`src/rtl/t03_wb_pkg.sv`:
```
// Shared types and constants for the CPU-to-Wishbone classic-cycle manager.
// Timeout support is selected by the T03_WB_TIMEOUT_EN macro in the files that use it.
package t03_wb_pkg;

    typedef enum logic [1:0] {
        IDLE = 2'd0,
        BUS  = 2'd1,
        DONE = 2'd2
    } wb_state_e;

    localparam logic [31:0] WB_ERR_DATA         = 32'hDEADBEEF;
    localparam int          TIMEOUT_CYCLES_DFLT = 255;

endpackage

```
`src/rtl/t03_wb_timeout_ctr.sv`:
```
// Cycle counter for bus-cycle timeout; expired_o flags the LIMIT-th enabled cycle.
// Instantiated by t03_wb_manager only when T03_WB_TIMEOUT_EN is defined.
module t03_wb_timeout_ctr #(
    parameter int LIMIT = 255
) (
    input  logic clk,
    input  logic rst,
    input  logic clr_i,
    input  logic en_i,
    output logic expired_o
);

    localparam int CNT_W = $clog2(LIMIT + 1);

    logic [CNT_W-1:0] cnt_q;
    logic [CNT_W-1:0] cnt_d;

    // Next count: cleared outside the bus cycle, saturating once at the limit.
    always_comb begin
        cnt_d = cnt_q;
        if (clr_i) begin
            cnt_d = {CNT_W{1'b0}};
        end else if (en_i && !expired_o) begin
            cnt_d = cnt_q + {{(CNT_W-1){1'b0}}, 1'b1};
        end else begin
            cnt_d = cnt_q;
        end
    end

    // Count register.
    always_ff @(posedge clk) begin
        if (rst) begin
            cnt_q <= {CNT_W{1'b0}};
        end else begin
            cnt_q <= cnt_d;
        end
    end

    // The first bus cycle sees a count of zero, so LIMIT-1 marks the LIMIT-th cycle.
    assign expired_o = (cnt_q == CNT_W'(LIMIT - 1));

endmodule

```
`src/rtl/t03_wb_manager.sv`:
```
// Converts the CPU's level-held read/write request into Wishbone B4 classic single cycles.
// Define T03_WB_TIMEOUT_EN to abort bus cycles that see no ACK_I within TIMEOUT_CYCLES.
module t03_wb_manager
    import t03_wb_pkg::*;
#(
    parameter int ADDR_W         = 32,
    parameter int DATA_W         = 32,
    parameter int TIMEOUT_CYCLES = TIMEOUT_CYCLES_DFLT
) (
    input  logic              clk,
    input  logic              rst,
    input  logic              cpu_read,
    input  logic              cpu_write,
    input  logic [ADDR_W-1:0] cpu_addr,
    input  logic [DATA_W-1:0] cpu_wdata,
    input  logic [3:0]        cpu_sel,
    output logic [DATA_W-1:0] cpu_rdata,
    output logic              cpu_ack,
    output logic              cpu_err,
    output logic              busy,
    output logic [ADDR_W-1:0] ADR_O,
    output logic [DATA_W-1:0] DAT_O,
    output logic [3:0]        SEL_O,
    output logic              WE_O,
    output logic              STB_O,
    output logic              CYC_O,
    input  logic [DATA_W-1:0] DAT_I,
    input  logic              ACK_I
);

    wb_state_e         state_q, state_d;
    logic [ADDR_W-1:0] adr_q, adr_d;
    logic [DATA_W-1:0] dat_q, dat_d;
    logic [3:0]        sel_q, sel_d;
    logic              we_q, we_d;
    logic              cyc_q, cyc_d;
    logic [DATA_W-1:0] rdata_q, rdata_d;
    logic              ack_q, ack_d;
    logic              err_q, err_d;
    logic              busy_q, busy_d;
    logic              expired_s;

`ifdef T03_WB_TIMEOUT_EN
    t03_wb_timeout_ctr #(
        .LIMIT (TIMEOUT_CYCLES)
    ) u_timeout_ctr (
        .clk       (clk),
        .rst       (rst),
        .clr_i     (state_q != BUS),
        .en_i      (state_q == BUS),
        .expired_o (expired_s)
    );
`else
    assign expired_s = 1'b0;
`endif

    // Next-state and registered-output logic; ACK_I outside BUS has no effect.
    always_comb begin
        state_d = state_q;
        adr_d   = adr_q;
        dat_d   = dat_q;
        sel_d   = sel_q;
        we_d    = we_q;
        cyc_d   = cyc_q;
        rdata_d = rdata_q;
        ack_d   = 1'b0;
        err_d   = 1'b0;
        case (state_q)
            IDLE: begin
                if (cpu_write || cpu_read) begin
                    adr_d   = cpu_addr;
                    dat_d   = cpu_wdata;
                    sel_d   = cpu_sel;
                    we_d    = cpu_write;
                    cyc_d   = 1'b1;
                    state_d = BUS;
                end else begin
                    cyc_d   = 1'b0;
                    state_d = IDLE;
                end
            end
            BUS: begin
                if (ACK_I) begin
                    cyc_d   = 1'b0;
                    ack_d   = 1'b1;
                    state_d = DONE;
                    if (!we_q) begin
                        rdata_d = DAT_I;
                    end else begin
                        rdata_d = rdata_q;
                    end
                end else if (expired_s) begin
                    cyc_d   = 1'b0;
                    ack_d   = 1'b1;
                    err_d   = 1'b1;
                    rdata_d = DATA_W'(WB_ERR_DATA);
                    state_d = DONE;
                end else begin
                    cyc_d   = 1'b1;
                    state_d = BUS;
                end
            end
            // Bubble so the still-held request level is not re-issued.
            DONE: begin
                cyc_d   = 1'b0;
                state_d = IDLE;
            end
            default: begin
                cyc_d   = 1'b0;
                state_d = IDLE;
            end
        endcase
        busy_d = (state_d != IDLE);
    end

    // State and output registers.
    always_ff @(posedge clk) begin
        if (rst) begin
            state_q <= IDLE;
            adr_q   <= {ADDR_W{1'b0}};
            dat_q   <= {DATA_W{1'b0}};
            sel_q   <= 4'b0000;
            we_q    <= 1'b0;
            cyc_q   <= 1'b0;
            rdata_q <= {DATA_W{1'b0}};
            ack_q   <= 1'b0;
            err_q   <= 1'b0;
            busy_q  <= 1'b0;
        end else begin
            state_q <= state_d;
            adr_q   <= adr_d;
            dat_q   <= dat_d;
            sel_q   <= sel_d;
            we_q    <= we_d;
            cyc_q   <= cyc_d;
            rdata_q <= rdata_d;
            ack_q   <= ack_d;
            err_q   <= err_d;
            busy_q  <= busy_d;
        end
    end

    assign ADR_O     = adr_q;
    assign DAT_O     = dat_q;
    assign SEL_O     = sel_q;
    assign WE_O      = we_q;
    assign CYC_O     = cyc_q;
    assign STB_O     = cyc_q;
    assign cpu_rdata = rdata_q;
    assign cpu_ack   = ack_q;
    assign cpu_err   = err_q;
    assign busy      = busy_q;

endmodule
```
`config.mk`:
```
export PLATFORM = sky130hd
export DESIGN_NAME = t03_wb_manager
export DESIGN_NICKNAME = d
export VERILOG_FILES = /design/src/rtl/t03_wb_pkg.sv /design/src/rtl/t03_wb_timeout_ctr.sv /design/src/rtl/t03_wb_manager.sv
export SDC_FILE = /design/constraint.sdc
export NUM_CORES = 1
export LEC_CHECK = 0
export CORE_MARGIN = 4
export CORE_UTILIZATION = 45
export DETAILED_ROUTE_END_ITERATION = 12
export MAX_ROUTING_LAYER = met4
export PLACE_DENSITY_LB_ADDON = 0.15
export SLEW_MARGIN = 20
export SYNTH_ARGS = -nofsm -noshare
export SYNTH_HDL_FRONTEND = slang
export SYNTH_SLANG_ARGS = --single-unit
export TNS_END_PERCENT = 50
```
`constraint.sdc`:
```
create_clock -name clk -period 2.4 [get_ports clk]
set_input_delay 0.48 -clock clk [delete_from_list [all_inputs] [get_ports clk]]
set_output_delay 0.48 -clock clk [all_outputs]
set_load 0.05 [all_outputs]
```
==> results.sh <==
export IMPL_synth_top_area_share_pct=46.2
export IMPL_boundaryPins=211
export IMPL_initial_utilization_pct=46.3
export IMPL_hold_viol_final=0
export IMPL_syn_area_per_cell_sq_um=9.95
export IMPL_cts_num_sinks=105
export IMPL_postCtsResizedCells=0
export IMPL_antenna_left=0
export IMPL_drc=0
export IMPL_cts_tree="yes"
export IMPL_switching_power_w=0.00146
export IMPL_rrSetupSlack_ns=0.92
export IMPL_grt_max_degree=70
export IMPL_hold_start="cpu_rdata[30]"
export IMPL_area_growth_pct=51.9
export IMPL_switching_share_pct=32.5
export IMPL_critical_path_required_ns=1.92
export IMPL_startpoint_type="flip-flop"
export IMPL_relSlewSlack_pct=62.9
export IMPL_seqPwrFrac_pct=43.5
export IMPL_preCtsSetupSlack_ns=0.419
export IMPL_grt_pass1_vias=3719
export IMPL_ys_top_cells_by_area="dfxtp_1 (46%), nand2b_1 (19%), mux2i_1 (15%)"
export IMPL_grtUsageTotal_pct=19.7
export IMPL_slew_violations=0
export IMPL_core_sq_um=9820
export IMPL_grt_pass1_wl_microns=17800
export IMPL_worstSkewPairLatency_ns=0.35
export IMPL_syn_nets=562
export IMPL_final_core_util_pct=70.3
export IMPL_slowest_delay_ns=0.87
export IMPL_synth_area_leader_cell="dfxtp_1"
export IMPL_layout_common_cells="clkdlybuf4s50_1 (208), nand2b_1 (136), dfxtp_1 (105)"
export IMPL_finClkSkew_ns=0.0111
export IMPL_routed_wl_met3_microns=918
export IMPL_crit_type="reg2out"
export IMPL_drtIter0Drc=107
export IMPL_rr_endpoint="ADR_O[17]"
export IMPL_grt_antenna_before_repair=0
export IMPL_path_clk_slew_ns=0.10
export IMPL_rr_worst_depth=3
export IMPL_gr_total_overflow=0
export IMPL_vias=3675
export IMPL_peakVddDrop_uv=376
export IMPL_port_buffers=209
export IMPL_n_antenna_cell=0
export IMPL_drv_cap=0
export IMPL_synth_seq_area_share_pct=46.2
export IMPL_worstHoldPathType="reg2reg"
export IMPL_htree_levels=3
export IMPL_status="finished, final reports clean"
export IMPL_layout_commonest_cell="clkdlybuf4s50_1"
export IMPL_cp_end_kind="output pin"
export IMPL_synth_cells=457
export IMPL_first_pass_iters=4
export IMPL_p_leak_nw=2.60
export IMPL_crit_slowest_cell="clkdlybuf4s50_1"
export IMPL_nets=753
export IMPL_root_buffer="clkbuf_8"
export IMPL_post_drt_wl_per_cell_microns=14.7
export IMPL_finalSetupTns_ns=0
export IMPL_rows=36
export IMPL_tightestPinTransition_ns=0.554
export IMPL_fp_dieH_microns=109
export IMPL_drt_wl_total_microns=11500
export IMPL_crit_chain="clkdlybuf4s50_1"
export IMPL_hold_buffers=0
export IMPL_setup_viol=0
export IMPL_crit_fanout=7
export IMPL_critPathArrivalTime_ns=1.74
export IMPL_top_layer_used="met4"
export IMPL_clock_fmax_ghz=0.450
export IMPL_synth_cell_types=24
export IMPL_period_needed_ns=2.22
export IMPL_met2_length_microns=5490
export IMPL_cp_buffers_inverters=1
export IMPL_met1Wirelength_microns=4810
export IMPL_period_share_pct=92.6
export IMPL_clockBufferDepth=2
export IMPL_hold_depth=2
export IMPL_cpLargestDelayFamily="buffers and inverters"
export IMPL_place_hpwl_microns=8490
export IMPL_min_to="cpu_rdata[30]"
export IMPL_clock_power_share_pct=26.7
export IMPL_die_area_sq_um=11800
export IMPL_p_comb_share_pct=29.8
export IMPL_cts_setup_buffers=0
export IMPL_place_congestion=0.780
export IMPL_p_int_w=0.00303
export IMPL_power_density_nw_per_um2=650
export IMPL_setup_ws_ns=0.177
export IMPL_synth_seq_cells=105
export IMPL_fp_dieW_microns=109
export IMPL_netlist_area_sq_um=4550
export IMPL_r2r_start="state_q[1]"
export IMPL_drive_gt1_share_pct=11.9
export IMPL_cts_inserted_buffers=9
export IMPL_drt_vias_per_instance=4.68
export IMPL_yosys_warnings=0
export IMPL_rsz0062_at_grt="false"
registers in the layout, indices dropped and copies added (netlist names):
signal and cells:
ADR_O 32, DAT_O 32, cpu_rdata 32, SEL_O 4, state_q 2, WE_O 1, busy 1, cpu_ack 1
layout make-up:
class | count | area, sq um
Clock buffer | 10 | 128
Clock inverter | 6 | 90.1
Fill cell | 807 | 2910
Inverter | 1 | 3.75
Multi-Input combinational cell | 314 | 2220
Sequential cell | 105 | 2100
Tap cell | 133 | 166
Timing Repair Buffer | 217 | 2200
Yosys cell counts, drive strengths merged:
cell and n:
conb 1, o21ba 1, clkbuf 15, mux2i 68, nand2 65, a21oi 33
nor3 2, buf 22, nor4bb 1, nor4b 2, nand4bb 1, nand2b 136
a21bo 1, dfxtp 105, nor2 2, inv 1, a211oi 1
worst max path at each step:
stage                    start             to  slack (ns)  cells after the start
CTS                 state_q[0]          STB_O        0.17                      1
floorplan           state_q[0]  cpu_rdata[10]        0.83                      5
global placement     cpu_write       ADR_O[1]        0.45                      5
global route        state_q[0]          STB_O        0.13                      1
detailed placement    cpu_read      ADR_O[15]        0.42                      5
finish              state_q[0]          STB_O        0.18                      1
layer usage:
metal,GRT usage [%],vias to the layer above
li1,-,1841
met1,23.5,1662
met2,31.1,146
met5,-,-
met4,7.66,0
met3,6.03,26
power groups by stage:
stage,clock (W),combinational [W],sequential (W)
final,0.00120,0.00134,0.00195
after global routing,0.00130,0.00140,0.00197
after CTS,0.00122,0.00135,0.00195
after detailed placement,0,0.00134,0.00199
after global placement,0,0.00133,0.00199
after floorplan,0,0.000397,0.00244
logic make-up after synthesis:
family / Yosys count / share of synthesized area, %
DFF: 105 / 46.2
AOI/OAI and AO/OA: 36 / 6.71
and+or+nand+nor: 209 / 26.5
buffers and inverters: 38 / 5.48
other: 1 / 0.0825
muxes: 68 / 15.0
through the flow:
stage,total power (W),area [sq um],hold WS [ns],std cells
2_1_floorplan,0.00284,4550,0.529,457
3_3_place_gp,0.00331,6690,0.444,770
3_5_place_dp,0.00334,6690,0.459,770
4_1_cts,0.00453,6910,0.475,786
5_1_grt,0.00468,6910,0.486,786
6_report,0.00449,6910,0.473,786
No activity file was read; power rests on OpenSTA's default activity.
